[src/rtl/pc_sequencer_pkg.sv]
// Shared codes for the PC sequencer: next-PC source selector, CALL/RET function codes, opcodes.
// No logic beyond constants; consumed by pc_sequencer and pc_ras.
// Opcode values mirror the datapath's opcode table.
package pc_sequencer_pkg;

   typedef enum logic [1:0] {
      PCSRC_SEQ = 2'b00,
      PCSRC_JMP = 2'b01,
      PCSRC_BR  = 2'b10,
      PCSRC_REG = 2'b11
   } pc_src_e;

   localparam logic [2:0] FUNC_CALL = 3'b001;
   localparam logic [2:0] FUNC_RET  = 3'b010;

   localparam logic [3:0] OP_RTYPE = 4'b0000;
   localparam logic [3:0] OP_ANDI  = 4'b0001;
   localparam logic [3:0] OP_ADDI  = 4'b0010;
   localparam logic [3:0] OP_LW    = 4'b0011;
   localparam logic [3:0] OP_SW    = 4'b0100;
   localparam logic [3:0] OP_FOR   = 4'b0101;
   localparam logic [3:0] OP_BEQ   = 4'b0110;
   localparam logic [3:0] OP_BNE   = 4'b0111;

endpackage

[src/rtl/pc_ras.sv]
// Return-address stack: circular buffer, push overwrites oldest when full; sticky {overflow, underflow}.
// Latency: push/pop take effect at the next clock edge; top is read combinationally.
// Backpressure: none; caller gates push/pop with its own stall.
module pc_ras
   import pc_sequencer_pkg::*;
#(
   parameter int W     = 16,
   parameter int DEPTH = 4
) (
   input  logic         clk,
   input  logic         reset,
   input  logic         push,
   input  logic         pop,
   input  logic [W-1:0] push_dat,
   output logic [W-1:0] top,
   output logic         empty,
   output logic         full,
   output logic [1:0]   err
);

   localparam int PW = $clog2(DEPTH);
   localparam int CW = PW + 1;
   localparam logic [PW-1:0] PONE = PW'(1);
   localparam logic [CW-1:0] CONE = CW'(1);

   logic [W-1:0]  mem [DEPTH];
   logic [PW-1:0] wp;
   logic [CW-1:0] cnt;

   assign empty = (cnt == '0);
   assign full  = (cnt == CW'(DEPTH));
   assign top   = mem[wp - PONE];

   always_ff @(posedge clk) begin
      if (push && !reset)
         mem[wp] <= push_dat;
   end

   // wp always names the next slot to write, so a push when full lands on the oldest entry.
   always_ff @(posedge clk) begin
      if (reset) begin
         wp  <= '0;
         cnt <= '0;
         err <= '0;
      end else if (push) begin
         wp <= wp + PONE;
         if (full)
            err[1] <= 1'b1;
         else
            cnt <= cnt + CONE;
      end else if (pop) begin
         if (empty) begin
            err[0] <= 1'b1;
         end else begin
            wp  <= wp - PONE;
            cnt <= cnt - CONE;
         end
      end
   end

endmodule

[src/rtl/pc_sequencer.sv]
// Program-counter unit: next-PC select (seq/jump/branch/reg-return), flush, optional RAS under PC_SEQ_RAS_EN.
// Latency: pc_src/flush combinational from the resolving instruction; new PC on pc_out after one edge.
// Backpressure: stall holds PC and RAS and suppresses flush.
module pc_sequencer
   import pc_sequencer_pkg::*;
#(
   parameter int              PC_W      = 16,
   parameter int              OP_W      = 4,
   parameter int              FUNC_W    = 3,
   parameter int              RAS_DEPTH = 4,
   parameter logic [PC_W-1:0] RESET_PC  = '0
) (
   input  logic              clk,
   input  logic              reset,
   input  logic              stall,
   input  logic              rs_valid,
   input  logic [OP_W-1:0]   op,
   input  logic [FUNC_W-1:0] func,
   input  logic              zero,
   input  logic [PC_W-1:0]   rs_pc,
   input  logic [PC_W-1:0]   branch_target,
   input  logic [PC_W-1:0]   jump_target,
   input  logic [PC_W-1:0]   reg_target,
   output logic [PC_W-1:0]   pc_out,
   output logic [1:0]        pc_src,
   output logic              flush,
   output logic              ras_empty,
   output logic              ras_full,
   output logic [1:0]        ras_err
);

   pc_src_e         src;
   logic [PC_W-1:0] reg_pc;
   logic [PC_W-1:0] pc_nxt;

   always_comb begin
      src = PCSRC_SEQ;
      if (rs_valid) begin
         case (op)
            OP_W'(OP_BEQ):   src = zero ? PCSRC_BR : PCSRC_SEQ;
            OP_W'(OP_BNE):   src = zero ? PCSRC_SEQ : PCSRC_BR;
            OP_W'(OP_RTYPE),
            OP_W'(OP_ANDI),
            OP_W'(OP_ADDI),
            OP_W'(OP_LW),
            OP_W'(OP_SW),
            OP_W'(OP_FOR):   src = PCSRC_SEQ;
            default:         src = (func == FUNC_W'(FUNC_RET)) ? PCSRC_REG : PCSRC_JMP;
         endcase
      end
   end

   assign pc_src = src;
   assign flush  = rs_valid & (src != PCSRC_SEQ) & ~stall;

`ifdef PC_SEQ_RAS_EN
   logic            ras_push;
   logic            ras_pop;
   logic [PC_W-1:0] ras_top;

   assign ras_push = ~stall & (src == PCSRC_JMP) & (func == FUNC_W'(FUNC_CALL));
   assign ras_pop  = ~stall & (src == PCSRC_REG);
   // An empty stack falls back to the register operand (plain JR or underflowed RET).
   assign reg_pc   = ras_empty ? reg_target : ras_top;

   pc_ras #(
      .W     (PC_W),
      .DEPTH (RAS_DEPTH)
   ) u_ras (
      .clk      (clk),
      .reset    (reset),
      .push     (ras_push),
      .pop      (ras_pop),
      .push_dat (rs_pc + PC_W'(1)),
      .top      (ras_top),
      .empty    (ras_empty),
      .full     (ras_full),
      .err      (ras_err)
   );
`else
   logic unused_ras;

   assign reg_pc     = reg_target;
   assign ras_empty  = 1'b1;
   assign ras_full   = 1'b0;
   assign ras_err    = 2'b00;
   assign unused_ras = &{1'b0, rs_pc, (RAS_DEPTH > 1)};
`endif

   always_comb begin
      pc_nxt = pc_out + PC_W'(1);
      case (src)
         PCSRC_JMP: pc_nxt = jump_target;
         PCSRC_BR:  pc_nxt = branch_target;
         PCSRC_REG: pc_nxt = reg_pc;
         default:   pc_nxt = pc_out + PC_W'(1);
      endcase
   end

   always_ff @(posedge clk) begin
      if (reset)
         pc_out <= RESET_PC;
      else if (!stall)
         pc_out <= pc_nxt;
   end

endmodule

[config.mk]
export PLATFORM = sky130hd
export DESIGN_NAME = pc_sequencer
export DESIGN_NICKNAME = d
export VERILOG_FILES = /design/src/rtl/pc_sequencer_pkg.sv /design/src/rtl/pc_ras.sv /design/src/rtl/pc_sequencer.sv
export SDC_FILE = /design/constraint.sdc
export NUM_CORES = 1
export LEC_CHECK = 0
export BUFFER_PORTS_ARGS = -buffer_cell sky130_fd_sc_hd__buf_2
export CAP_MARGIN = 20
export CORE_MARGIN = 3
export CORE_UTILIZATION = 39
export CTS_BUF_LIST = sky130_fd_sc_hd__clkbuf_8
export DETAILED_ROUTE_END_ITERATION = 10
export PLACE_DENSITY = 0.79
export SYNTH_ARGS = -nofsm -noshare
export SYNTH_HDL_FRONTEND = slang
export SYNTH_HIERARCHICAL = 1
export SYNTH_SLANG_ARGS = --single-unit
export TNS_END_PERCENT = 30
[constraint.sdc]
create_clock -name clk -period 1.4 [get_ports clk]
set_input_delay 0 -clock clk [delete_from_list [all_inputs] [get_ports clk]]
set_output_delay 0 -clock clk [all_outputs]
set_load 0.02 [all_outputs]
# --- Word level (Yosys, flattened, before mapping) ---
# Cells that the tools add are included.
op_classes:
  n_lt_le_gt_ge: 0
  n_shift: 0
  eq_ne: 11
  div_mod_pow: 0
  add_sub_neg: 1
  mux: 6
  bitwise_logic: 3
  mul: 0
  n_reduce_logical: 3
op_table:
  columns: ["operator", "n"]
  rows:
  - ["one-hot mux 16 bit (3 select lines)", 1]
  - ["adder 16 x 1 -> 16 bit (second input constant)", 1]
  - ["== test 4 x 3 -> 1 bit (second input constant)", 4]
  - ["== test 4 x 2 -> 1 bit (second input constant)", 2]
  - ["two-way mux 2 bit", 4]
  - ["one-hot mux 2 bit (3 select lines)", 1]
  - ["OR reduction 6 bit", 1]
  - ["== test 2 bit (second input constant)", 2]
  - ["== test 4 x 1 -> 1 bit (second input constant)", 1]
  - ["logical NOT 4 bit", 1]
  - ["== test 3 x 2 -> 1 bit (second input constant)", 1]
  - ["bitwise AND 1 bit", 2]
  - ["== test 2 x 1 -> 1 bit (second input constant)", 1]
  - ["nonzero test 2 bit", 1]
  - ["NOT 1 bit", 1]
totals:
  regBits: 16
  mem_bits_rw: 0
  latchBits: 0
  romBits: 0
  input_bits: 76
  n_memories: 0

# --- Longest topological paths before layout ---
# Gate-level depths: netlist of run 1.
logic_depth:
  depth_word: 7
  mapped_depth: 8
  mapped_depth_nobuf: 6

# --- Worst setup path before layout of run 1 ---
# Ideal clock, no wire load.
synth_path:
  kind: "register to register"
  from: "register pc_out[0]"
  to: "register pc_out[14]"
  n_path_buf: 0
  stages_incl_launch_ff: 7
  t_arrival_ns: 1.588
  period_less_slack_ns: 1.683
  setup_slack_ns: -0.283
  setup_ns: 0.095
  path_cell_list: "dfxtp_1 > ha_1 > nand3_1 > nor4_1 > xnor2_1 > nand2_1 > a221oi_1"
synth_via:
  elab_chain_len: 2
synth_rtl:
  columns: ["element", "line", "text"]
  rows:
  - ["from (decl)", "pc_sequencer.sv:24", "output logic [PC_W-1:0] pc_out,"]
  - ["from (signal assigned)", "pc_sequencer.sv:104", "pc_out <= pc_nxt;"]
  - ["adder 16 x 1 -> 16 bit", "pc_sequencer.sv:96", "default: pc_nxt = pc_out + PC_W'(1);"]
  - ["one-hot mux 16 bit (3 select lines)", "pc_sequencer.sv:92", "case (src)"]
# No other way between the ends.
# A chain may end at the register's enable or synchronous reset.

# --- Final worst setup path of run 1 ---
# Same ends and word-level chain as after synthesis.

==> results by group, run 1 <==
Clock network
  – TritonCTS Sinks: 16
  – Num CTS Buffers: 3
  – TritonCTS clock tree: built
  – Clock Pin Slew Worst Setup and Hold Paths: ~0.06 ns
  – CTS Root Cell: clkbuf_8
  – H-tree depth: 1
  – Hold Buf Count CTS: 0
  – CTS Buffer Depth: 2
  – Clk_lat worst skew: about 0.25 ns

Floorplan
  – Row count: 21
  – Die area: between 4000 and 5000 sq um
  – Starting Density: between 40 and 50%
  – Die Y: just under 70 um
  – Chip Width: approximately 67 um
  – IO Pins: 99
  – Core box area: approximately 3500 sq um

Critical path
  – Top cell family by delay on the critical path: simple AND/OR/NAND/NOR gates
  – Worst path cell trace: ha_4, nand3_4, nor4_4, xnor2_1, nand2_1, a221oi_2
  – R2r setup slk: -0.05 ns
  – Crit path DAT: 1.62 ns
  – Reg2reg start: pc_out[0]
  – Worst path max stage delay: ~0.38 ns
  – Critical path depth: 6
  – Crit path max fanout: 4
  – CP startpoint kind: register
  – Sum of buffers and inverters on the critical path: 0
  – R2R Path End: pc_out[14]
  – CP endpoint kind: register
  – Worst Reg-to-Reg Cells: 6
  – CP startpoint: pc_out[0]
  – Crit path to: pc_out[14]
  – Crit path required time: between 1.5 and 2 ns
  – WS Path Type: register to register
  – Critical path's slowest cell: dfxtp_4

Yosys
  – Asr flop ratio synth: 0%
  – Top FF cell, synth: dfxtp_1
  – Post-Syn Area: between 1000 and 1500 sq um
  – EDFF count, synth: 0
  – Syn avg cell area: 8.351 sq um
  – Number of cells produced by synthesis: roughly 180
  – Yosys reg bits: 16
  – Synthesis Warnings: 6
  – Unique masters post-synth: 54
  – Seq/Total Area, Yosys: a little over a fifth

Finish
  – Top Registers: pc_out: 16 flops
  – Nets: 350
  – Most common cell after layout, fill and taps aside: buf_2
  – Share of cells above drive strength 1: a little under three fifths
  – Antenna Cells: 0
  – Reg with most FFs: pc_out
  – Layout fillers: roughly 340
  – Layout area overhead: 50.60%
  – Most frequent cells in the layout: buf_2, buf_4, a21oi_1
  – Max reg flops: 16

Worst hold path
  – Hold Path Origin: branch_target[11]
  – Worst min path class: input port to register

Run
  – Max_cap viols: 0

STA
  – Setup violators final: 3
  – Hold Fails Final Rpt: 0
  – Final WS setup: -0.04948 ns
  – Fmax: a little under 700 MHz
  – Final-report max-slew violation count: 0
  – Min Tclk post-route: roughly 1.4 ns
  – Clock skew: around 0.0020 ns
  – Hold WS: 0.05459 ns
  – Period utilisation layout: 103.5%
  – Sum Neg Setup Slack: -0.1288 ns
  – RSZ-0062 raised after global routing: yes

Power and ir drop
  – Peak supply drop: ~0.5 mV
  – Total power: about 1.3 mW
  – Leakage: 0.9785 nW
  – Pwr dens: approximately 610 nW/um^2

Drt
  – Pre-antenna DRT Iters: 4
  – Vias per inst: roughly 5.5
  – WL final: between 4 and 5 mm
  – DRC viols: 0
  – Antenna viol nets, final: 0
  – Vias: about 1.7k
  – Initial DRC count: about 120
  – WL per Instance: around 15 um

GRT
  – Gr ovfl total: 0
  – Initial antenna violation count: 0
  – Vias in the first global route: about 1.6k
  – Largest net degree at the start of global routing: 19
  – Gr usage total: 21.06%
  – First-pass GRT wire length: ~7.4 mm

Status
  – Run status: finished, violations left
  – Failing checks: setup timing

Place
  – Post-Place Worst Slack: -0.1106 ns
  – I/O Buffers: around 80
  – Post-DP HPWL: ~3.7 mm
  – RD Place Congestion: 0.8357
-- Yosys cell counts, types with 4 or more instances --
| library cell | number | share of area [%] |
|---|---|---|
| dfxtp_1 | 16 | 22 |
| a21oi_1 | 13 | 4.5 |
| nand2_1 | 12 | 3.1 |
| nand3_1 | 10 | 3.4 |
| a221oi_1 | 9 | 5.4 |
| mux2_2 | 8 | 6.2 |
| nor2_1 | 8 | 2.1 |
| inv_1 | 7 | 1.8 |
| buf_4 | 6 | 3.1 |
| o21ai_0 | 6 | 2.1 |
| nand3b_1 | 5 | 2.6 |
| xnor2_1 | 5 | 3.0 |
| buf_6 | 4 | 3.1 |
| mux2i_1 | 4 | 2.7 |
| nand4_1 | 4 | 1.7 |
-- layout make-up --
cell class / count / area [sq um] / share of cell area (%)
multi-input cells: 136 / 1079 / 49.00
inverters: 8 / 30.03 / 1.364
flip-flops and latches: 16 / 361.6 / 16.43
clock inverters: 1 / 3.754 / 0.1706
repair buffers: 108 / 628.1 / 28.54
well taps: 46 / 57.56 / 2.615
clock buffers: 3 / 41.29 / 1.876
-- worst min-delay path by stage --
| stage | end | slack, ns | cells after the start |
|---|---|---|---|
| floorplan | pc_out[3] | 0.06 | 1 |
| global placement | pc_out[11] | 0.31 | 3 |
| detailed placement | pc_out[11] | 0.33 | 3 |
| CTS | pc_out[11] | 0.06 | 3 |
| global route | pc_out[11] | 0.05 | 3 |
| finish | pc_out[11] | 0.05 | 3 |
-- metrics by stage --
stage	cell area [sq um]	std cells	util, %
after floorplan	1531	177	-
after global placement	2079	313	59.96
after detailed placement	2079	313	59.96
after CTS	2175	318	62.70
after global routing	2201	318	63.46
final	2201	318	63.46
-- cell families after synthesis --
kind of cell / count (synthesis) / synth area share, %
AO/OA/AOI/OAI: 52 / 28.00
XOR/XNOR: 7 / 4.709
adder cells (fa/ha/maj): 1 / 0.8560
buffers and inverters: 25 / 10.96
flip-flops: 16 / 21.92
multiplexers: 12 / 8.904
other: 2 / 0.5139
AND/OR/NAND/NOR: 60 / 24.14
-- metal layers --
metal | GRT usage (%) | part of all wire, %
met2 | 37.67 | 52
met4 | 5.570 | 1.1
met3 | 5.158 | 7.5
met1 | 24.92 | 39
met5 | 0 | 0
-- power breakdown --
group / total (mW) / switching (mW) / internal [mW]
Clock: 0.354 / 0.159 / 0.195
Combinational: 0.491 / 0.255 / 0.236
Sequential: 0.501 / 0.0242 / 0.477
-- repair_timing --
item	in CTS	in global routing
setup endpoints to repair	7	10
hold endpoints to repair	0	0
pin swaps	4	8
gates resized for setup	7	5
setup buffers	1	0
-- worst register-to-register path, delay by kind of cell (launching register included) --
kind,cells,cell delay [ns]
and+or+nand+nor,3,0.43
DFF,1,0.38
AOI/OAI and AO/OA,1,0.25
adders and majority gates,1,0.17
xor gates and xnor gates,1,0.15
Note: power is estimated with default switching activity, not from simulation.
==> inputs of run 2 (changes only) <==
REMOVE_ABC_BUFFERS = 1   (was default)
==> run 2 against run 1 <==
Net effect:
- register-to-register slack worse by 0.08 ns
- first-iteration DRC count up 56%
- sequential share of layout area down 1.4 points
- global-route usage about the same
- cell area up 0.80%
- sequential power up 2%
- combinational power about the same
- clock power up 22%
- final cell count up 1.3%
- setup slack worse by 0.080 ns
- the flow still finishes with violations (setup timing)
- fmax down 5.2%
==> results by group, run 2 (synthesized netlist as in run 1, its figures left out) <==
Status
  – Run status: finished, violations left
  – Failing checks: setup timing

STA
  – Setup violators final: 7
  – Hold Fails Final Rpt: 0
  – Fmax: about 650 MHz
  – Hold WS: between 0.05 and 0.06 ns
  – RSZ-0062 raised after global routing: yes
  – Min Tclk post-route: around 1.5 ns
  – Rel. slew slack: approximately two thirds
  – Period utilisation layout: 109.2%
  – Clock skew: ~0.0085 ns
  – Worst slew pin tran: 0.5134 ns
  – Final WS setup: -0.1292 ns
  – Final-report max-slew violation count: 0

Floorplan
  – Die Y: around 67 um
  – IO Pins: 99
  – Core box area: 3468 sq um
  – Starting Density: a little over two fifths
  – Row count: 21
  – Die area: around 4500 sq um
  – Chip Width: 67.22 um

Clock network
  – Clock Pin Slew Worst Setup and Hold Paths: roughly 0.07 ns
  – TritonCTS clock tree: built
  – TritonCTS Sinks: 16
  – CTS Root Cell: clkbuf_8
  – Num CTS Buffers: 3
  – Clk_lat worst skew: 0.26 ns
  – CTS Buffer Depth: 2
  – H-tree depth: 1
  – Hold Buf Count CTS: 0

Power and ir drop
  – Peak supply drop: about 0.28 mV
  – Pwr dens: ~650 nW/um^2
  – Leakage: ~1 nW
  – Total power: approximately 1.4 mW

Critical path
  – Worst path cell trace: buf_4, and4_2, nand2_1, a21oi_1, nor2_1, nor4_1
  – Crit path max fanout: 7
  – Reg2reg start: pc_out[2]
  – Worst Reg-to-Reg Cells: 6
  – Sum of buffers and inverters on the critical path: 1
  – R2r setup slk: -0.13 ns
  – Critical path's slowest cell: dfxtp_1
  – CP startpoint: pc_out[2]
  – WS Path Type: register to register
  – R2R Path End: pc_out[7]
  – Worst path max stage delay: ~0.36 ns
  – CP startpoint kind: register
  – Top cell family by delay on the critical path: simple AND/OR/NAND/NOR gates
  – Crit path DAT: approximately 1.7 ns
  – CP endpoint kind: register
  – Crit path required time: approximately 1.5 ns

Worst hold path
  – Hold Path Origin: branch_target[9]
  – Worst hold path cell count: 3
  – Hold endpoint: pc_out[9]
  – Worst min path class: input port to register

GRT
  – Gr usage total: roughly a fifth
  – First-pass GRT wire length: between 7 and 8 mm
  – Initial antenna violation count: 0
  – Gr ovfl total: 0
  – Vias in the first global route: about 1.6k
  – Largest net degree at the start of global routing: 22

Run
  – Max_cap viols: 0

Finish
  – Top Registers: pc_out: 16 flops
  – Layout area overhead: 51.80%
  – Share of cells above drive strength 1: around 58%
  – Post-layout instance area: roughly 2200 sq um
  – Nets: around 350
  – Max reg flops: 16
  – Final core utilization: between 60% and 70%
  – Most frequent cells in the layout: buf_2, buf_4, a21oi_1
  – Most common cell after layout, fill and taps aside: buf_2
  – Reg with most FFs: pc_out
  – Antenna Cells: 0

Drt
  – WL final: between 5 and 6 mm
  – Initial DRC count: between 150 and 200
  – Antenna viol nets, final: 0
  – Vias: 1829
  – WL per Instance: between 15 and 20 um
  – Vias per inst: ~5.7
  – DRC viols: 0
  – Pre-antenna DRT Iters: 5

Place
  – RD Place Congestion: about 0.8
  – Post-DP HPWL: 3.621 mm
  – I/O Buffers: 78
  – Placed cell area: roughly 2000 sq um
run 2: changes by cell type in the layout (fill, tap and decap cells not counted), sizes merged:
cell / delta
clkbuf: +1
clkinv: -1
buf: +4
run 2: what timing repair did:
item                       CTS  global route
setup buffers                0             2
resized for setup           13            14
gates cloned                 0             0
pin swaps                    7            10
setup endpoints to repair    8            10
run 2: layout make-up:
class	count	area, sq um
Multi-Input combinational cell	136	1097
Fill cell	296	1250
Timing Repair Buffer	112	645.6
Sequential cell	16	332.8
Clock buffer	4	55.05
Tap cell	46	57.56
Inverter	8	30.03
run 2: worst register-to-register path: cells and delay by family (launching register included):
kind	cells	cell delay, ns
buf+inv	1	0.17
compound gates	1	0.19
flops	1	0.36
simple gates	4	0.69
run 2: how the worst max path moves through the flow:
stage | end | cells after the start
4_1_cts | pc_out[14] | 6
5_1_grt | pc_out[7] | 5
6_report | pc_out[7] | 6
2_1_floorplan | pc_out[6] | 5
3_5_place_dp | pc_out[6] | 7
3_3_place_gp | pc_out[6] | 7
run 2: metal layers:
| metal | routed length (um) | track usage (%) | up-vias |
|---|---|---|---|
| met5 | 0 | 0 | - |
| met2 | 2653 | 36.56 | 105 |
| li1 | - | - | 864 |
| met3 | 477 | 2.662 | 10 |
| met1 | 2034 | 27.85 | 850 |
| met4 | 62 | 4.557 | 0 |
run 2: metrics by stage:
| step | setup WS, ns | instances | setup TNS, ns |
|---|---|---|---|
| final | -0.1292 | 322 | -0.3302 |
| after global routing | -0.1853 | 322 | -0.7679 |
| after CTS | -0.04595 | 320 | -0.04595 |
| after detailed placement | -0.2069 | 316 | -0.8982 |
| after global placement | -0.07204 | 316 | -0.4156 |
| after floorplan | -0.5348 | 160 | -3.911 |
run 2: power by group:
group          total [mW]  internal [mW]  switching [mW]
Combinational       0.494          0.229           0.265
Sequential          0.509          0.484          0.0244
Clock               0.432          0.250           0.182
Total                1.43          0.964           0.471
==> inputs of run 3 (changes only) <==
SETUP_SLACK_MARGIN = 0.4   (was default)
==> run 3 against run 2 <==
Net effect:
- the run still ends with setup timing left
- sequential cell count did not move
- combinational power rose by 4.9%
- critical endpoint is now pc_out[14]
- critical path type unchanged
- global-route usage up 0.67 points
- utilization increased by 2.1 points
- final cell count rose by 0.62%
- critical path depth unchanged
- non-clock buffer count grew 2
- via count grew 0.77%
- die area stayed put
- total power grew 1.9%
- clock power is essentially flat
==> results by group, run 3 (synthesized netlist as in run 1, its figures left out) <==
Critical path
  – Worst path cell trace: nand4_1, buf_4, nor4_4, xnor2_1, nand2_1, a221oi_2
  – CP startpoint kind: register
  – R2r setup slk: -0.07 ns
  – Worst path max stage delay: about 0.36 ns
  – CP endpoint kind: register
  – Critical path's slowest cell: dfxtp_1
  – WS Path Type: register to register
  – Top cell family by delay on the critical path: simple AND/OR/NAND/NOR gates
  – Crit path DAT: between 1.5 and 2 ns
  – Sum of buffers and inverters on the critical path: 1
  – Crit path max fanout: 3
  – Crit path required time: 1.58 ns

Drt
  – Pre-antenna DRT Iters: 4
  – WL per Instance: 16.15 um
  – Initial DRC count: about 140
  – Vias: between 1.5k and 2k
  – Vias per inst: between 5 and 6
  – WL final: about 5.2 mm
  – Antenna viol nets, final: 0
  – DRC viols: 0

Place
  – Post-DP HPWL: approximately 3.6 mm
  – Placed cell area: roughly 2000 sq um
  – RD Place Congestion: 0.8068
  – I/O Buffers: just under 80
  – Dpl cells: approximately 320
  – Post-Place Worst Slack: -0.2069 ns

STA
  – Rel. slew slack: 65.44%
  – RSZ-0062 raised after global routing: yes
  – Setup violators final: 5
  – Hold Fails Final Rpt: 0
  – Final-report max-slew violation count: 0
  – Clock skew: approximately 0.003 ns
  – Final WS setup: -0.06677 ns
  – Period utilisation layout: 104.8%
  – Sum Neg Setup Slack: -0.1941 ns
  – Fmax: a little under 700 MHz
  – Min Tclk post-route: between 1 and 1.5 ns
  – Hold WS: 0.02816 ns
  – Worst slew pin tran: between 0.5 and 0.6 ns

Floorplan
  – Die area: 4518 sq um
  – Chip Width: between 60 and 70 um
  – Starting Density: 42.14%
  – Row count: 21
  – Core box area: between 3000 and 4000 sq um
  – Die Y: 67.22 um
  – IO Pins: just under 100

Power and ir drop
  – Leakage: 1.036 nW
  – Pwr dens: around 640 nW/um^2
  – Peak supply drop: between 0.2 and 0.3 mV

Clock network
  – Num CTS Buffers: 3
  – TritonCTS Sinks: 16
  – Clock Pin Slew Worst Setup and Hold Paths: about 0.070 ns
  – H-tree depth: 1
  – TritonCTS clock tree: built
  – CTS Root Cell: clkbuf_8
  – CTS Buffer Depth: 2
  – Clk_lat worst skew: roughly 0.26 ns

GRT
  – Initial antenna violation count: 0
  – Gr ovfl total: 0
  – Vias in the first global route: 1654
  – Largest net degree at the start of global routing: 22
  – First-pass GRT wire length: about 7.6 mm
  – Gr usage total: 21.76%

Finish
  – Layout fillers: 283
  – Antenna Cells: 0
  – Nets: 356
  – Share of cells above drive strength 1: 59.71%
  – Max reg flops: 16
  – Layout area overhead: 56.76%
  – Reg with most FFs: pc_out
  – Post-layout instance area: about 2300 sq um
  – Top Registers: pc_out: 16 flops
  – Most frequent cells in the layout: buf_2, buf_4, a21oi_1
  – Final Non-Filler Cells: about 320
  – Most common cell after layout, fill and taps aside: buf_2

Status
  – Failing checks: setup timing
  – Run status: finished, violations left

Worst hold path
  – Worst min path class: input port to register

Run
  – Max_cap viols: 0
-- run 3: cell count changes in the layout (fill, tap and decap cells not counted), sizes merged --
cell,previous run,this run
buf,112,114
-- run 3: path summary, 6_finish.rpt --
kind | startpoint | end | cells after the start
worst max-delay path | pc_out[8] | pc_out[14] | 6
worst max register to register | pc_out[8] | pc_out[14] | 6
worst min register to register | pc_out[15] | pc_out[15] | 2
worst min-delay path | branch_target[0] | pc_out[0] | 3
-- run 3: stage by stage --
step	util (%)	total power [mW]
2_1_floorplan	-	0.7369
3_3_place_gp	58.44	0.9660
3_5_place_dp	58.44	0.9748
4_1_cts	62.84	1.413
5_1_grt	66.05	1.525
6_report	66.05	1.462
-- run 3: layout make-up --
type	instances	area [sq um]	share of cell area [%]
multi-input cells	136	1130	49.32
repair buffers	114	681.9	29.77
clock buffers	4	55.05	2.403
flip-flops and latches	16	336.6	14.69
well taps	46	57.56	2.512
inverters	8	30.03	1.311
-- run 3: what timing repair did --
action,in CTS,in global routing
endpoints found under the hold margin,0,0
endpoints found under the setup margin,18,18
pin swaps,16,5
buffers inserted,0,4
resized for setup,21,20
hold buffers,0,0
-- run 3: routing by layer --
layer,vias to the layer above,routed length (um),track usage [%]
met2,99,2586,38.40
met4,0,93,5.570
li1,864,-,-
met3,12,423,2.662
met1,868,2128,27.88
met5,-,0,0
-- run 3: power by group --
part	total (mW)	internal, mW	leakage [nW]	switching, mW
clock network	0.435	0.250	0.0288	0.184
logic	0.518	0.245	0.872	0.273
registers	0.510	0.485	0.135	0.0241
total	1.46	0.981	1.04	0.481
-- run 3: tightest hold or removal path: stages --
cell and delay, ns:
buf_2 0.08, a2111oi_2 0.05, nor3_1 0.11
